## config.mk

```make
export PLATFORM = sky130hd
export DESIGN_NAME = vga_sync_gato
export DESIGN_NICKNAME = d
export VERILOG_FILES = /design/src/rtl/gato_vga_pkg.sv /design/src/rtl/vga_pixel_tick.sv /design/src/rtl/vga_sync_gato.sv
export SDC_FILE = /design/constraint.sdc
export NUM_CORES = 1
export LEC_CHECK = 0
export ABC_AREA = 1
export BUFFER_PORTS_ARGS = -buffer_cell sky130_fd_sc_hd__buf_2
export CORE_UTILIZATION = 40
export DETAILED_ROUTE_END_ITERATION = 16
export PLACE_DENSITY_LB_ADDON = 0.08
export SLEW_MARGIN = 20
export SYNTH_ARGS = -nofsm -noshare
export SYNTH_HDL_FRONTEND = slang
export SYNTH_SLANG_ARGS = --single-unit
```

## constraint.sdc

```tcl
create_clock -name clk -period 1.7 [get_ports clk]
set_clock_uncertainty 0.05 [all_clocks]
set_input_delay 0 -clock clk [delete_from_list [all_inputs] [get_ports clk]]
set_output_delay 0 -clock clk [all_outputs]
set_load 0.01 [all_outputs]
```

## src/rtl/gato_vga_pkg.sv

```systemverilog
// Shared VGA 640x480@60 timing and gato board geometry for the sync generator and renderer.
package gato_vga_pkg;

  localparam int COORD_W = 11;

  localparam int H_DISP  = 640;
  localparam int H_FP    = 16;
  localparam int H_SYNC  = 96;
  localparam int H_BP    = 48;
  localparam int H_TOTAL = H_DISP + H_FP + H_SYNC + H_BP;

  localparam int V_DISP  = 480;
  localparam int V_FP    = 10;
  localparam int V_SYNC  = 2;
  localparam int V_BP    = 33;
  localparam int V_TOTAL = V_DISP + V_FP + V_SYNC + V_BP;

  // 3x3 board centred horizontally in the visible area.
  localparam int BOARD_CELL   = 160;
  localparam int BOARD_X0     = (H_DISP - 3 * BOARD_CELL) / 2;
  localparam int BOARD_Y0     = 0;
  localparam int BOARD_LINE_W = 4;

  typedef logic [COORD_W-1:0] coord_t;

  function automatic logic in_window(input coord_t v, input int lo, input int len);
    return (int'(v) >= lo) && (int'(v) < lo + len);
  endfunction

endpackage

```

## src/rtl/vga_pixel_tick.sv

```systemverilog
// Clock divider: one-clk pixel_tick strobe every CLK_DIV system clocks.
module vga_pixel_tick #(
  parameter int CLK_DIV = 4
) (
  input  logic clk,
  input  logic reset,
  output logic pixel_tick
);

  localparam int DIV_W = (CLK_DIV > 1) ? $clog2(CLK_DIV) : 1;
  localparam logic [DIV_W-1:0] DIV_LAST = DIV_W'(CLK_DIV - 1);

  logic [DIV_W-1:0] r_div;
  logic             r_tick;

  // Tick is the registered image of the terminal count, so with CLK_DIV=1 it sits at 1.
  always_ff @(posedge clk) begin
    if (reset) begin
      r_div  <= '0;
      r_tick <= 1'b0;
    end else begin
      r_div  <= (r_div == DIV_LAST) ? '0 : r_div + 1'b1;
      r_tick <= (r_div == DIV_LAST);
    end
  end

  assign pixel_tick = r_tick;

endmodule

```

## src/rtl/vga_sync_gato.sv

```systemverilog
// VGA sync/coordinate generator for the gato renderer.
// Optional macro VGA_SYNC_DELAY_EN adds one pixel of delay on hsync/vsync.
module vga_sync_gato #(
  parameter int CLK_DIV = 4,
  parameter int H_DISP  = gato_vga_pkg::H_DISP,
  parameter int H_FP    = gato_vga_pkg::H_FP,
  parameter int H_SYNC  = gato_vga_pkg::H_SYNC,
  parameter int H_BP    = gato_vga_pkg::H_BP,
  parameter int V_DISP  = gato_vga_pkg::V_DISP,
  parameter int V_FP    = gato_vga_pkg::V_FP,
  parameter int V_SYNC  = gato_vga_pkg::V_SYNC,
  parameter int V_BP    = gato_vga_pkg::V_BP
) (
  input  logic                 clk,
  input  logic                 reset,
  output logic                 hsync,
  output logic                 vsync,
  output logic                 video_mostrar,
  output gato_vga_pkg::coord_t pixel_x,
  output gato_vga_pkg::coord_t pixel_y,
  output logic                 pixel_tick,
  output logic                 frame_start
);

  localparam int CW      = gato_vga_pkg::COORD_W;
  localparam int H_TOTAL = H_DISP + H_FP + H_SYNC + H_BP;
  localparam int V_TOTAL = V_DISP + V_FP + V_SYNC + V_BP;
  localparam logic [CW-1:0] X_LAST = CW'(H_TOTAL - 1);
  localparam logic [CW-1:0] Y_LAST = CW'(V_TOTAL - 1);

  logic          w_tick;
  logic          w_x_wrap;
  logic          w_y_wrap;
  logic [CW-1:0] w_x_next;
  logic [CW-1:0] w_y_next;

  logic [CW-1:0] r_x;
  logic [CW-1:0] r_y;
  logic          r_hsync;
  logic          r_vsync;
  logic          r_video;
  logic          r_frame_start;

  vga_pixel_tick #(
    .CLK_DIV(CLK_DIV)
  ) u_pixel_tick (
    .clk       (clk),
    .reset     (reset),
    .pixel_tick(w_tick)
  );

  assign w_x_wrap = (r_x == X_LAST);
  assign w_y_wrap = (r_y == Y_LAST);

  always_comb begin
    w_x_next = r_x;
    w_y_next = r_y;
    if (w_tick) begin
      w_x_next = w_x_wrap ? '0 : r_x + 1'b1;
      if (w_x_wrap) begin
        w_y_next = w_y_wrap ? '0 : r_y + 1'b1;
      end
    end
  end

  // Decode from next-state counters so the flags line up with pixel_x/pixel_y.
  always_ff @(posedge clk) begin
    if (reset) begin
      r_x           <= '0;
      r_y           <= '0;
      r_hsync       <= 1'b1;
      r_vsync       <= 1'b1;
      r_video       <= 1'b1;
      r_frame_start <= 1'b0;
    end else begin
      r_x           <= w_x_next;
      r_y           <= w_y_next;
      r_hsync       <= !gato_vga_pkg::in_window(w_x_next, H_DISP + H_FP, H_SYNC);
      r_vsync       <= !gato_vga_pkg::in_window(w_y_next, V_DISP + V_FP, V_SYNC);
      r_video       <= (int'(w_x_next) < H_DISP) && (int'(w_y_next) < V_DISP);
      r_frame_start <= w_tick && w_x_wrap && w_y_wrap;
    end
  end

`ifdef VGA_SYNC_DELAY_EN
  logic r_hsync_d;
  logic r_vsync_d;

  // Lag sync by one pixel to match a renderer that registers its colour output.
  always_ff @(posedge clk) begin
    if (reset) begin
      r_hsync_d <= 1'b1;
      r_vsync_d <= 1'b1;
    end else if (w_tick) begin
      r_hsync_d <= r_hsync;
      r_vsync_d <= r_vsync;
    end
  end

  assign hsync = r_hsync_d;
  assign vsync = r_vsync_d;
`else
  assign hsync = r_hsync;
  assign vsync = r_vsync;
`endif

  assign video_mostrar = r_video;
  assign pixel_x       = r_x;
  assign pixel_y       = r_y;
  assign pixel_tick    = w_tick;
  assign frame_start   = r_frame_start;

endmodule

```

[Yosys cells after proc, flatten, opt, wreduce, memory -nomap -nowiden]
Cells that the tools add are included.
Operators by class
  $add $sub $neg: 3
  multiplexer cells: 5
  magnitude comparators: 6
  reduce and logical (&&, ||, !) cells: 8
  equality and inequality tests: 3
Operator list (count)
  $mux W11: 5
  $add A11 B1 Y11 const B: 2
  $eq A11 B10 Y1 const B: 2
  $lt A11 B10 Y1 const B: 2
  $lt A11 B9 Y1 const B: 2
  $ge A11 B10 Y1 const B: 1
  $ge A11 B9 Y1 const B: 1
  $logic_and A1 B1 Y1: 5
  $add A2 B1 Y2 const B: 1
  $eq A2 B2 Y1 const B: 1
  $logic_not A1 Y1: 2
  $reduce_or A2 Y1: 1
Storage, ports and cells
  logic and storage cells: 33
  output and inout port bits: 27
  register bits: 29

[Depth between registers and ports, before layout]
  depth after elaboration: 7
  depth in mapped cells: 13
  gate-level depth less buffers: 12

[Hierarchy]
A second synthesis with hierarchy kept.
Unflattened totals
  cells, all modules: 249
  area total of the unflattened synthesis: 1676.6 µm²
By module, submodules not included
  vga_sync_gato: instances 1, area an instance 1577.8 µm², cells each 238, seq. area each 520.5 µm²
  vga_pixel_tick: instances 1, area an instance 98.8 µm², cells each 11, seq. area each 60.1 µm²

[Least setup slack after synthesis]
Ideal clock, no wire load.
  path kind: reg-to-reg
  from: register r_x[0], in the netlist pixel_x[0]
  to: register r_vsync, in the netlist vsync
  data required time: 1.528 ns
  arrival: 1.604 ns
  slack: -0.076 ns
  clock period less this slack: 1.776 ns
  stages on the path, launching flop included: 12
  cells stage by stage: dfxtp_1 > ha_1 > inv_1 > nor2_4 > nand3_2 > buf_6 > or2_1 > xor2_1 > clkinv_1 > nand2_2 > nor2_2 > nand3b_1
Between the ends
  longest elaborated chain between the ends: 6
  elaborated cells on any way between the ends: 7
  those cells by class: 2 x order compare; 1 x eq/ne; 2 x mux; 2 x reduce/logical
RTL lines
  start: declaration: RTL line vga_sync_gato.sv:37  | logic [CW-1:0] r_x;
  start signal: assignment: RTL line vga_sync_gato.sv:76  | r_x <= w_x_next;
  $eq A11 B10 Y1 (*): RTL line vga_sync_gato.sv:52  | assign w_x_wrap = (r_x == X_LAST);
  $mux W11 (*): RTL line vga_sync_gato.sv:60  | if (w_x_wrap) begin
  $mux W11 (*): RTL line vga_sync_gato.sv:58  | if (w_tick) begin
  $ge A11 B9 Y1 / $lt A11 B9 Y1 (equally long branches): RTL line gato_vga_pkg.sv:27  | return (int'(v) >= lo) && (int'(v) < lo + len);
  $logic_and A1 B1 Y1 (*): RTL line gato_vga_pkg.sv:27
  $logic_not A1 Y1 (*): RTL line vga_sync_gato.sv:79  | r_vsync <= !gato_vga_pkg::in_window(w_y_next, V_DISP + V_FP, V_SYNC);
  end signal: assignment: RTL line vga_sync_gato.sv:79
  end: declaration: RTL line vga_sync_gato.sv:40  | logic r_vsync;
Every way passes the cells marked *; elsewhere a longest branch is shown, timed or not.
A chain may end at the register's enable or synchronous reset.

[Worst setup path after layout]
  from: register r_x[1], in the netlist pixel_x[1]
  to: register r_video, in the netlist video_mostrar
Between the ends
  longest elaborated chain between the ends: 5
  elaborated cells on any way between the ends: 9
  those cells by class: 1 x add/sub; 2 x order compare; 1 x eq/ne; 4 x mux; 1 x reduce/logical
RTL lines
  $add A11 B1 Y11 / $eq A11 B10 Y1 (equally long branches): RTL line vga_sync_gato.sv:59, vga_sync_gato.sv:52
  $mux W11 (on tied branches): RTL line vga_sync_gato.sv:59, vga_sync_gato.sv:60
  $mux W11: RTL line vga_sync_gato.sv:58
  $lt A11 B10 Y1 / $lt A11 B9 Y1 (equally long branches): RTL line vga_sync_gato.sv:80  | r_video <= (int'(w_x_next) < H_DISP) && (int'(w_y_next) < V_DISP);
  $logic_and A1 B1 Y1 (*): RTL line vga_sync_gato.sv:80
  end signal: assignment: RTL line vga_sync_gato.sv:80
  end: declaration: RTL line vga_sync_gato.sv:41  | logic r_video;
Marked as above.

==> reports/results.env <==
PWR-SHARE-COMB_PCT=3.2
GRT_PASS1_WL_MM=6.73
R2R_SETUP_SLACK_NS=0.01
ROUTE.VIAS.TOTAL=1618
DETAILEDPLACEMENTHPWL_MM=2.92
SWITCHINGPOWER_uW=295
FLOORPLAN.IO_PINS=29
SETUP_VIOL_COUNT_FINAL=0
INTERNAL_POWER_uW=1070
SYNTH.AVG_CELL_AREA_UM2=6.78
GRT_REMAINING_OVERFLOW=0
ROUTED.TOP_LAYER='met4'
WORSTREG2REGSTART='pixel_x[1]'
MET3_LENGTH_UM=174
WIRELENGTH_MET1_MM=1.77
STARTING_DENSITY_OF_THE_CORE_PCT=43.4
NETLIST_AREA_UM2=1490
INSERTION_DELAY_NS=0.28
OVERALL_ROUTING_RESOURCE_USAGE_PCT=21.7
GRT_SETUP_UNREPAIRED='yes'
LAYOUT_COMMONEST_CELL='buf_4'
CRITPATHREQUIREDTIME_NS=1.87
YOSYSSEQAREASHARE_PCT=38.9
ANTENNA_VIOLATIONS_BEFORE_REPAIR=0
DR_VIAS_CELL=4.74
CTS_BUFFERS=5
FINALHOLDVIOLCOUNT=0
SLEW-LIMIT-HEADROOM_PCT=73.0
SYNTH_CELL_TYPES=29
CORE_AREA_UM2=3440
ROUTED-WL-MET2_MM=1.99
WORST_HOLD_PATH_TYPE='in -> reg'
PLACEMENTROWS=21
DRT_ITER0_MARKERS=57
STARTPOINT='pixel_x[1]'
SYNTH_FP_NETS=226
TIGHTESTPINTRANSITION_NS=0.404
CRITICAL_PATH.STARTPOINT_TYPE='flip-flop'
GP_CONGESTION=0.813
PERIOD_MINUS_SLACK_NS=1.69
MAXIMUM_CAPACITANCE_VIOLATIONS=0
I_O_BUFFERS=28
MAX_CLOCK_FREQ_MHz=592
LEAKAGE_uW=0.00105
HP-START='reset'
CRITICAL_PATH.ENDPOINT_TYPE='flip-flop'
DRTANTENNAVIOLNETS=0
OUTCOME='complete, no violations'
YOSYS_REGISTER_BITS=29
PLACE_WS_NS=-0.0780
VDD_DROP_MAX_V=0.000736
TIMING.CRITICAL_PATH.BUF_INV=4
CTS_MAX_PATH_BUFFERS=2
FINAL_MAX_SLEW_VIOL_COUNT=0
DIE_X_EXTENT_UM=63.1
GRT_START_MAX_NET_PINS=22
FINAL.SETUP.WORST_SLACK_NS=0.00964
AREA_AFTER_DETAILED_PLACEMENT_UM2=1970
DRT_PASS1_ITERATIONS=4
NUMBER_OF_GLOBAL_ROUTE_VIAS_BEFORE_REPAIR=1561
CRIT_PATH_CELL_TRACE='ha_4 > inv_2 > nor2_4 > nand3_4 > buf_6 > inv_4 > buf_4 > nand4_1 > nand3_2 > nand2_2 > nor2_1 > nand3_1 > nand2_1'
FINALCRITPERIODSHARE_PCT=99.4
PWR_DENSITY_CELL_nW_PER_UM2=600
CLOCK_POWER_SHARE_PCT=46.1
AVGROUTEDWIREPERCELL_UM=11.8
FINAL_LAYOUT_SIZE_SUFFIX_GT1_SHARE_PCT=41.7
FINISH.NET_COUNT=300
SYNTH.YOSYS.WARNINGS=0
SYN_INST=220
CHIPHEIGHT_UM=63.1
CLOCK_TREE.ROOT_CELL='clkbuf_8'
WORST_PATH_ARRIVAL_TIME_NS=1.86
CP_TOP_FAMILY='simple AND/OR/NAND/NOR gates'
ROUTE.FINAL.WIRE_LENGTH_MM=4.03
AREA_DELTA_SYNTH_FINAL_PCT=52.6
CLK_PIN_SLEW_WORST_PATHS_NS=0.07
CRITPATHMAXFANOUT=6
TIMING.CRITICAL_PATH.SLOWEST_STAGE_CELL='dfxtp_2'
POSTCTSHOLDBUFS=0
DIEAREA_UM2=3980
CTS.SINKS=29
DRCVIOLATIONCOUNT=0
TRITONCTS='built'
CTS-HTREE-LEVELS=2
FINAL_CELL_MIX='buf_4, nor2_1, nand2_1'
CRIT_PATH_MAX_INCR_DELAY_NS=0.35
POWER.SHARE.SEQUENTIAL_PCT=50.7
FINALINSTANCEAREA_UM2=2280
POWER.SHARE.SWITCHING_PCT=21.6
INSERTEDDIODECOUNT=0
CRITPATHKIND='reg -> reg'
==> kinds of logic (layout without fill, tap and decap cells) <==
kind of cell             count (synthesis)  in the layout  share of synthesized area, %
AO/OA/AOI/OAI                            7              7                          2.93
XOR/XNOR                                 6              6                          3.52
adder cells (fa/ha/maj)                  4              4                          3.35
buffers and inverters                   38            113                          10.1
flip-flops                              29             29                          38.9
AND/OR/NAND/NOR                        136            136                          41.2
==> cell usage after synthesis <==
cell type | number | area [um2]
a21oi_1 | 1 | 5.00
and3_1 | 1 | 6.26
buf_2 | 1 | 5.00
buf_6 | 1 | 11.3
clkbuf_1 | 2 | 7.51
clkinv_1 | 1 | 3.75
dfxtp_1 | 29 | 581
ha_1 | 4 | 50.1
inv_1 | 32 | 120
inv_2 | 1 | 3.75
nand2_1 | 40 | 150
nand2_2 | 2 | 12.5
nand3_1 | 24 | 120
nand3_2 | 1 | 10.0
nand3b_1 | 1 | 7.51
nand4_1 | 8 | 50.1
nor2_1 | 44 | 165
nor2_2 | 1 | 6.26
nor2_4 | 1 | 11.3
nor3_1 | 7 | 35.0
nor3b_1 | 2 | 15.0
o211ai_1 | 1 | 7.51
o21ai_0 | 2 | 10.0
o21bai_1 | 2 | 15.0
o22ai_1 | 1 | 6.26
or2_1 | 2 | 12.5
or2_2 | 2 | 12.5
xnor2_1 | 1 | 8.76
xor2_1 | 5 | 43.8
==> worst reg2reg max path, delay by kind of cell, from the launching register on <==
kind | cells | cell delay [ns]
fa+ha+maj | 1 | 0.14
flops | 1 | 0.35
buf+inv | 4 | 0.33
simple gates | 8 | 0.73
==> routing by layer <==
layer,global-route usage (%),vias up
met3,5.43,9
met1,24.4,725
met4,9.59,0
li1,-,841
met5,0,-
met2,38.3,43
==> what timing repair did <==
| action | CTS | global route |
|---|---|---|
| gates resized for setup | 13 | 37 |
| buffers inserted | 1 | 3 |
| pin swaps | 7 | 22 |
| setup endpoints to repair | 5 | 8 |
==> final timing paths <==
path	to	depth (start not counted)
setup / recovery	video_mostrar	13
hold / removal	pixel_x[2]	2
setup reg to reg	video_mostrar	13
hold reg to reg	u_pixel_tick.r_div[0]	1
==> area by class of cell <==
type | count | area [um2]
Fill cell | 334 | 1160
Multi-Input combinational cell | 153 | 913
Sequential cell | 29 | 589
Timing Repair Buffer | 71 | 485
Inverter | 34 | 130
Clock buffer | 7 | 96.3
Tap cell | 46 | 57.6
Clock inverter | 1 | 5.00
==> state kept, by name (all words and copies together) (netlist names) <==
register                 cells
frame_start                  1
pixel_y                     11
u_pixel_tick.pixel_tick      1
pixel_x                     11
video_mostrar                1
hsync                        1
vsync                        1
u_pixel_tick.r_div           2
==> through the flow <==
stage	utilization [%]	hold WS [ns]	TNS [ns]	instances	power (uW)
after CTS	61.9	0.0745	0	338	1380
after global placement	57.1	0.344	-0.212	329	748
after floorplan	-	0.0777	0	220	733
final	66.2	0.0700	0	341	1370
after global routing	66.2	0.0814	-0.359	341	1430
after detailed placement	57.1	0.347	-0.227	329	748
==> power groups by stage <==
stage / clock network, uW / registers (uW) / logic (uW)
6_report: 629 / 693 / 43.5
5_1_grt: 690 / 693 / 49.8
4_1_cts: 643 / 692 / 42.6
3_5_place_dp: 0 / 707 / 40.9
3_3_place_gp: 0 / 707 / 41.7
2_1_floorplan: 0 / 709 / 23.9
(Power assumes the default switching activity.)
